$ cat src/rtl/riscv_pkg.sv
// Shared definitions for the fetch front end: NOP encoding, default reset PC,
// fetch FSM encoding and the {pc, instr} buffer entry layout.
package riscv_pkg;

  localparam logic [31:0] NOP_INSTR        = 32'h0000_0013;
  localparam logic [31:0] DEFAULT_RESET_PC = 32'h0000_0000;

  typedef enum logic [1:0] {
    ST_IDLE  = 2'd0,
    ST_RUN   = 2'd1,
    ST_FLUSH = 2'd2
  } fetch_state_e;

  typedef struct packed {
    logic [31:0] pc;
    logic [31:0] instr;
  } fetch_entry_t;

endpackage

$ cat src/rtl/fetch_fifo.sv
// Small synchronous FIFO of {pc, instr} entries; flush wins over push and pop.
module fetch_fifo
  import riscv_pkg::*;
#(
  parameter int DEPTH = 2
) (
  input  logic                           clk,
  input  logic                           rstn,
  input  logic                           push_i,
  input  fetch_entry_t                   entry_i,
  input  logic                           pop_i,
  input  logic                           flush_i,
  output fetch_entry_t                   head_o,
  output logic [$clog2(DEPTH+1)-1:0]     count_o
);

  localparam int PW = (DEPTH > 1) ? $clog2(DEPTH) : 1;
  localparam int CW = $clog2(DEPTH+1);

  fetch_entry_t  mem_q [DEPTH];
  logic [PW-1:0] rd_ptr_q, rd_ptr_d;
  logic [PW-1:0] wr_ptr_q, wr_ptr_d;
  logic [CW-1:0] count_q, count_d;
  logic          do_push, do_pop;

  function automatic logic [PW-1:0] nextPtr(input logic [PW-1:0] p);
    return (p == PW'(DEPTH-1)) ? '0 : p + 1'b1;
  endfunction

  always_comb begin
    do_pop   = pop_i && (count_q != '0);
    do_push  = push_i && ((count_q != CW'(DEPTH)) || do_pop);
    rd_ptr_d = rd_ptr_q;
    wr_ptr_d = wr_ptr_q;
    count_d  = count_q;
    if (flush_i) begin
      rd_ptr_d = '0;
      wr_ptr_d = '0;
      count_d  = '0;
    end else begin
      if (do_pop)  rd_ptr_d = nextPtr(rd_ptr_q);
      if (do_push) wr_ptr_d = nextPtr(wr_ptr_q);
      if (do_push && !do_pop) count_d = count_q + 1'b1;
      else if (!do_push && do_pop) count_d = count_q - 1'b1;
    end
  end

  always_ff @(posedge clk or negedge rstn) begin
    if (!rstn) begin
      rd_ptr_q <= '0;
      wr_ptr_q <= '0;
      count_q  <= '0;
    end else begin
      rd_ptr_q <= rd_ptr_d;
      wr_ptr_q <= wr_ptr_d;
      count_q  <= count_d;
    end
  end

  // Storage needs no reset: the head is only looked at while count is non-zero.
  always_ff @(posedge clk) begin
    if (do_push && !flush_i) mem_q[wr_ptr_q] <= entry_i;
  end

  assign head_o  = mem_q[rd_ptr_q];
  assign count_o = count_q;

endmodule

$ cat src/rtl/instr_fetch.sv
// Instruction fetch unit: owns the fetch PC, issues credit-limited memory
// requests, buffers in-order responses and discards stale ones after redirect.
module instr_fetch
  import riscv_pkg::*;
#(
  parameter logic [31:0] RESET_PC  = DEFAULT_RESET_PC,
  parameter int          BUF_DEPTH = 2
) (
  input  logic        clk,
  input  logic        rstn,
  output logic        imem_req,
  output logic [31:0] imem_addr,
  input  logic        imem_gnt,
  input  logic        imem_rvalid,
  input  logic [31:0] imem_rdata,
  input  logic        hold,
  input  logic        redirect,
  input  logic [31:0] redirect_pc,
  output logic [31:0] instr,
  output logic [31:0] instr_pc,
  output logic        instr_valid
);

  localparam int CW = $clog2(BUF_DEPTH+1);

  fetch_state_e  state_q, state_d;
  logic [31:0]   fetch_pc_q, fetch_pc_d;
  logic [31:0]   rsp_pc_q, rsp_pc_d;
  logic [CW-1:0] outstanding_q, outstanding_d;
  logic [CW-1:0] drop_cnt_q, drop_cnt_d;

  logic [CW-1:0] fifo_count;
  fetch_entry_t  fifo_head;
  fetch_entry_t  push_entry;
  logic          pop, grant, rsp_ok, push;
  logic [CW:0]   inflight;
  logic [31:0]   target_pc;
  logic          unused_rpc_bits;

  assign unused_rpc_bits = ^redirect_pc[1:0];
  assign target_pc       = {redirect_pc[31:2], 2'b00};
  assign instr_valid     = (fifo_count != '0);
  assign pop             = instr_valid && !hold;
  assign grant           = imem_req && imem_gnt;
  // A response with nothing outstanding is a protocol error and is ignored.
  assign rsp_ok          = imem_rvalid && (outstanding_q != '0);
  assign push            = rsp_ok && !redirect && (drop_cnt_q == '0);
  assign push_entry      = '{pc: rsp_pc_q, instr: imem_rdata};

  always_comb begin
    inflight = (CW+1)'(fifo_count) + (CW+1)'(outstanding_q) - (CW+1)'(pop);
    imem_req = (state_q == ST_RUN) && !redirect && (inflight < (CW+1)'(BUF_DEPTH));
  end

  always_comb begin
    state_d       = state_q;
    fetch_pc_d    = fetch_pc_q;
    rsp_pc_d      = rsp_pc_q;
    outstanding_d = outstanding_q;
    drop_cnt_d    = drop_cnt_q;

    if (grant && !rsp_ok)      outstanding_d = outstanding_q + 1'b1;
    else if (!grant && rsp_ok) outstanding_d = outstanding_q - 1'b1;

    // Everything still in flight at a redirect is stale; a same-cycle
    // response counts as already returned.
    if (redirect) begin
      fetch_pc_d = target_pc;
      rsp_pc_d   = target_pc;
      drop_cnt_d = outstanding_q - CW'(rsp_ok);
    end else begin
      if (grant) fetch_pc_d = fetch_pc_q + 32'd4;
      if (push)  rsp_pc_d   = rsp_pc_q + 32'd4;
      if (rsp_ok && (drop_cnt_q != '0)) drop_cnt_d = drop_cnt_q - 1'b1;
    end

    unique case (state_q)
      ST_IDLE:  state_d = ST_RUN;
      ST_RUN:   if (redirect && (drop_cnt_d != '0)) state_d = ST_FLUSH;
      ST_FLUSH: if (drop_cnt_d == '0) state_d = ST_RUN;
      default:  state_d = ST_IDLE;
    endcase
  end

  always_ff @(posedge clk or negedge rstn) begin
    if (!rstn) begin
      state_q       <= ST_IDLE;
      fetch_pc_q    <= RESET_PC;
      rsp_pc_q      <= RESET_PC;
      outstanding_q <= '0;
      drop_cnt_q    <= '0;
    end else begin
      state_q       <= state_d;
      fetch_pc_q    <= fetch_pc_d;
      rsp_pc_q      <= rsp_pc_d;
      outstanding_q <= outstanding_d;
      drop_cnt_q    <= drop_cnt_d;
    end
  end

  fetch_fifo #(.DEPTH(BUF_DEPTH)) u_fifo (
    .clk     (clk),
    .rstn    (rstn),
    .push_i  (push),
    .entry_i (push_entry),
    .pop_i   (pop),
    .flush_i (redirect),
    .head_o  (fifo_head),
    .count_o (fifo_count)
  );

  assign imem_addr = fetch_pc_q;
  assign instr     = instr_valid ? fifo_head.instr : NOP_INSTR;
  assign instr_pc  = instr_valid ? fifo_head.pc : 32'h0;

endmodule

$ cat config.mk
export PLATFORM = sky130hd
export DESIGN_NAME = instr_fetch
export DESIGN_NICKNAME = d
export VERILOG_FILES = /design/src/rtl/riscv_pkg.sv /design/src/rtl/fetch_fifo.sv /design/src/rtl/instr_fetch.sv
export SDC_FILE = /design/constraint.sdc
export NUM_CORES = 1
export LEC_CHECK = 0
export BUFFER_PORTS_ARGS = -buffer_cell sky130_fd_sc_hd__buf_4
export CELL_PAD_IN_SITES_DETAIL_PLACEMENT = 0
export CELL_PAD_IN_SITES_GLOBAL_PLACEMENT = 2
export CORE_ASPECT_RATIO = 0.6
export CORE_MARGIN = 5
export CORE_UTILIZATION = 37
export CTS_CLUSTER_DIAMETER = 80
export DETAILED_ROUTE_END_ITERATION = 7
export HOLD_SLACK_MARGIN = 0.12
export PLACE_DENSITY_LB_ADDON = 0.08
export SLEW_MARGIN = 40
export SYNTH_ARGS = -nofsm -noshare
export SYNTH_HDL_FRONTEND = slang
export SYNTH_SLANG_ARGS = --single-unit
export TNS_END_PERCENT = 50
$ cat constraint.sdc
create_clock -name clk -period 7.45 [get_ports clk]
set_input_delay 1.49 -clock clk [delete_from_list [all_inputs] [get_ports clk]]
set_output_delay 1.49 -clock clk [all_outputs]
set_load 0.005 [all_outputs]
# == Word level (Yosys, flattened, before mapping) ==
# Memories as Yosys holds them, arrays and structs flattened.
# Cells that the tools add are included.
# op_classes
n_addsub,12
magnitude_cmp,1
n_eq_ne,5
muxes,24
reduce_logical,37
# ops
operator,n
$mux W32,6
$add A32 B3 Y32 const B,2
$mux W2,9
$reduce_bool A2 Y1,9
$logic_and A1 B1 Y1,16
$mux W1,8
$logic_not A1 Y1,6
$logic_not A2 Y1,3
$pmux W2 S3,1
$sub A2 B1 Y2 const B,3
$add A2 B1 Y2 const B,2
$ne A2 B2 Y1 const B,2
$add A2 B2 Y3,1
$lt A3 B2 Y1 const B,1
$reduce_bool A3 Y1,1
$sub A3 B1 Y3,1
$add A1 B1 Y1 const B,2
$eq A2 B1 Y1 const B,1
$eq A2 B2 Y1 const B,1
$ne A2 B1 Y1 const B,1
$reduce_and A2 Y1,1
$sub A2 B1 Y2,1
$logic_or A1 B1 Y1,1
# totals
ff_bits,74
ramBits,128
input_bits,70
output_inout_bits,98
n_memories,1
# mem_list
name,depth,word_bits,rd,rd_clocked_by_memory_dff,write_ports,line_no,text
u_fifo.mem_q,2,64,1,0,1,fetch_fifo.sv:20,fetch_entry_t mem_q [DEPTH];

# == Depth between registers and ports, before layout ==
# depth
ltp_word,10
depth_mapped,13

# == By module ==
# From an unflattened synthesis, not the netlist that was laid out.
# unflattened
hier_cells,720
hier_area_um2,9162.5
# modules_own_cells
module,n_inst,cells_per_inst,area_each_um2
fetch_fifo,1,223,4830.9
instr_fetch,1,497,4331.7

# == Worst setup path after synthesis ==
# No wires, ideal clock.
# synth_timing
kind,input port to flip-flop
startpoint,in redirect
endpoint,"mem u_fifo.mem_q[1][0] in the netlist's numbering, enable pin"
setup_time_ns,0.571
t_arrival_ns,6.666
t_required_ns,6.879
slack_ns,0.213
cell_stages,4
n_path_buf,3
path_cell_list,clkbuf_1 -> clkbuf_1 -> buf_1 -> nor3b_1
# synth_between
elab_chain_cells,7
# synth_rtl
item,line_no,text
"start, declared",instr_fetch.sv:17,"input logic redirect,"
$logic_not A1 Y1 (*),"fetch_fifo.sv:62, instr_fetch.sv:47",
$logic_and A1 B1 Y1 (2 in series),instr_fetch.sv:47,assign push = rsp_ok && !redirect && (drop_cnt_q == '0);
$logic_and A1 B1 Y1,fetch_fifo.sv:32,do_push = push_i && ((count_q != CW'(DEPTH)) || do_pop);
$logic_and A1 B1 Y1 (*),fetch_fifo.sv:62,if (do_push && !flush_i) mem_q[wr_ptr_q] <= entry_i;
$mux W1 (*),fetch_fifo.sv:62,
$mux W1 (implied by the code) (*),fetch_fifo.sv:62,
"end, declared",fetch_fifo.sv:20,
# Mark *: on every way between the ends. The rest lies on a longest branch, timed or not.

# == Worst setup path in the final report ==
# layout_timing
startpoint,in hold
endpoint,out imem_req
# layout_between
elab_chain_cells,5
# layout_rtl
item,line_no,text
"start, declared",instr_fetch.sv:16,"input logic hold,"
$logic_not A1 Y1,instr_fetch.sv:43,assign pop = instr_valid && !hold;
$logic_and A1 B1 Y1,instr_fetch.sv:43,
$sub A3 B1 Y3,instr_fetch.sv:51,inflight = (CW+1)'(fifo_count) + (CW+1)'(outstanding_q) - (CW+1)'(pop);
$lt A3 B2 Y1,instr_fetch.sv:52,imem_req = (state_q == ST_RUN) && !redirect && (inflight < (CW+1)'(BUF_DEPTH));
$logic_and A1 B1 Y1,instr_fetch.sv:52,
"end, declared",instr_fetch.sv:11,"output logic imem_req,"
# Every way passes these cells.

==> impl_metrics.py <==
metrics = {
    "critical_path": {
        "cp-startpoint": "hold",
        "arrival_ns": 3.27,
        "rr_startpoint": "u_fifo.count_o[0]$_DFFE_PN0P_",
        "worstSetupPathType": "primary input to primary output",
        "crit_path_end_kind": "primary output",
        "cp_max_fo": 7,
        "startpoint_type": "primary input",
        "cp.required_ns": 5.96,
    },
    "cells_and_area": {
        "fin_nets": 932,
        "area_growth_pct": 23.3,
        "num_antenna_cells": 0,
        "layout_common_cells": "164 x buf_4, 124 x edfxtp_1, 90 x nor2_1, 69 x dfrtp_1, 64 x mux2i_1",
        "final_layout_size_suffix_gt1_frac": 0.275,
        "final_common_cell": "buf_4",
    },
    "floorplan": {
        "ios": 168,
        "die_y_um": 130,
        "std_cell_rows": 43,
        "die_w_um": 210,
        "core_area_sq_um": 23300,
        "dieArea_sq_um": 27300,
        "start_util": 0.381,
    },
    "yosys": {
        "syn_avg_cell_area_sq_um": 12.7,
        "yosysWarnings": 0,
        "synth_edf_count": 124,
        "ys_seq_area_frac": 0.616,
        "yosys_most_used_dff": "edfxtp_1",
        "synthArstFlopShare": 0.361,
        "synthesis.area_sq_um": 8890,
        "ys_top_cells_by_area": "edfxtp_1 42%, dfrtp_1 20%, mux2i_1 7.2%",
        "yosysTopAreaCellShare": 0.419,
        "synth_cells": 698,
        "synth_area_leader_cell": "edfxtp_1",
        "synth.distinct_cells": 57,
        "synth-seq-cells": 194,
    },
    "detailed_routing": {
        "dr.pass1.iters": 5,
        "drt_wl_total_mm": 22.0,
        "vias": 5986,
        "avgViaCountPerCell": 5.06,
        "ant_nets": 0,
        "route.detailed.drc": 0,
        "drt_iter0_drc": 323,
        "wire_per_inst_um": 18.6,
    },
    "pwr": {
        "p_total_mw": 2.72,
        "p_leak_nw": 4.07,
        "peakVddDrop_v": 0.000151,
        "powerDensity_nw_per_um2": 248,
    },
    "sta": {
        "slew_violations": 0,
        "slew-limit-headroom": 0.450,
        "post-route-period-util": 0.638,
        "worst_pin_slew_ns": 0.826,
        "clock.fmax_mhz": 210,
        "skew_ns": 0.00838,
        "setup_viol": 0,
        "hold_viol_final": 0,
        "fin_ws_ns": 2.69,
        "fin_tns_setup_ns": 0,
        "rsz0062_at_grt": "no",
        "layout_min_cycle_time_ns": 4.76,
        "hold_slack_ns": 0.517,
    },
    "cts": {
        "post_cts_resized": 0,
        "cts_max_path_buffers": 2,
        "cts-root-buf": "clkbuf_16",
        "htree_levels": 4,
        "postCtsSetupBuffers": 0,
        "cts_tree": "built",
        "cts_sinks": 194,
        "clk_latency_ns": 0.44,
        "cts_buffers": 17,
        "hold_buffers": 0,
        "clk_pin_slew_ns": 0.07,
    },
    "grt": {
        "grt_use_total": 0.162,
        "grt_pass1_vias": 6089,
        "antenna_found_initial": 0,
        "grt-ovfl-total": 0,
        "grt_pass1_wl_mm": 34.2,
        "grt_max_degree": 71,
    },
    "worst_hold_path": {
        "hold_start": "rsp_pc_q[31]$_DFFE_PN0N_",
        "hold_class": "flop to flop",
    },
    "placement": {
        "hpwlAfterDp_mm": 15.2,
        "gp_congestion": 0.803,
        "portBuffers": 161,
        "dpl_worst_slack_ns": 2.70,
    },
    "outcome": {
        "outcome": "complete, no violations",
    },
    "job": {
        "cap_viol_max_count": 0,
    },
}
==> flip-flops by register name (all words and copies together) (netlist names) <==
name and count:
state_q 2, u_fifo.mem_q 124, rsp_pc_q 30, imem_addr 30
outstanding_q 2, u_fifo.wr_ptr_q 1, u_fifo.count_o 2, u_fifo.rd_ptr_q 1
drop_cnt_q 2
==> layout make-up <==
class,instances,area [sq um]
clock buffers,18,439
clock inverters,14,108
fillers,2158,12400
inverters,18,67.6
multi-input cells,456,3210
flip-flops and latches,194,5480
well taps,315,394
repair buffers,167,1260
==> synth_stat cells (3+ instances only) <==
cell type	number
nand2b_1	5
xnor2_1	38
mux2i_1	64
nor4_2	8
ha_1	7
xor2_1	16
a21boi_0	4
a21boi_1	5
and3_1	7
mux2_2	11
nand3_1	22
dfrtp_1	70
o211ai_1	10
nand2_1	43
o311ai_1	3
nor2_1	91
nand4_1	17
nand4_2	3
inv_1	17
o21ai_1	11
a21oi_1	16
nor4_4	4
buf_2	10
clkbuf_1	15
o21ai_0	13
nor3_1	11
edfxtp_1	124
buf_4	5
and2_1	4
and4_1	11
==> worst paths after layout <==
check / slack [ns] / cells after the start / end
setup reg to reg: 4.20 / 12 / imem_addr[21]$_DFFE_PN0P_
max in group asynchronous: 5.85 / 1 / u_fifo.rd_ptr_q$_DFFE_PN0P_
setup / recovery: 2.69 / 8 / imem_req
hold reg to reg: 0.52 / 0 / u_fifo.mem_q[0][63]$_DFFE_PP_
min in group asynchronous: 1.05 / 1 / imem_addr[25]$_DFFE_PN0P_
hold / removal: 0.52 / 0 / u_fifo.mem_q[0][63]$_DFFE_PP_
==> cells by family after synthesis <==
family          synth area share
mux                       0.0872
flops                      0.616
compound gates            0.0560
other cells             0.000422
buf+inv                   0.0259
xor+xnor                  0.0532
fa+ha+maj                 0.0121
simple gates               0.149
==> power by group <==
| group | switching [mW] | internal, mW |
|---|---|---|
| registers | 0.101 | 1.25 |
| clock network | 0.427 | 0.441 |
| logic | 0.266 | 0.233 |
==> metal layers <==
layer | track usage | share of wire | vias up
met3 | 0.0459 | 0.048 | 19
met2 | 0.262 | 0.49 | 113
li1 | - | - | 2849
met4 | 0.0510 | 0.010 | 0
met1 | 0.214 | 0.46 | 3005
met5 | 0 | 0 | -
==> worst max-delay path, stage by stage <==
cell	delay, ns
buf_4	0.13
nor2_1	0.20
ha_1	0.27
nand2b_1	0.15
fa_1	0.49
and4bb_1	0.23
and2_1	0.16
buf_4	0.14
==> stage by stage <==
| step | instances | utilization | instance area, sq um |
|---|---|---|---|
| after floorplan | 701 | - | 8900 |
| after global placement | 1150 | 0.446 | 10400 |
| after detailed placement | 1150 | 0.446 | 10400 |
| after CTS | 1182 | 0.469 | 11000 |
| after global routing | 1182 | 0.470 | 11000 |
| final | 1182 | 0.470 | 11000 |
(Power assumes the default switching activity.)
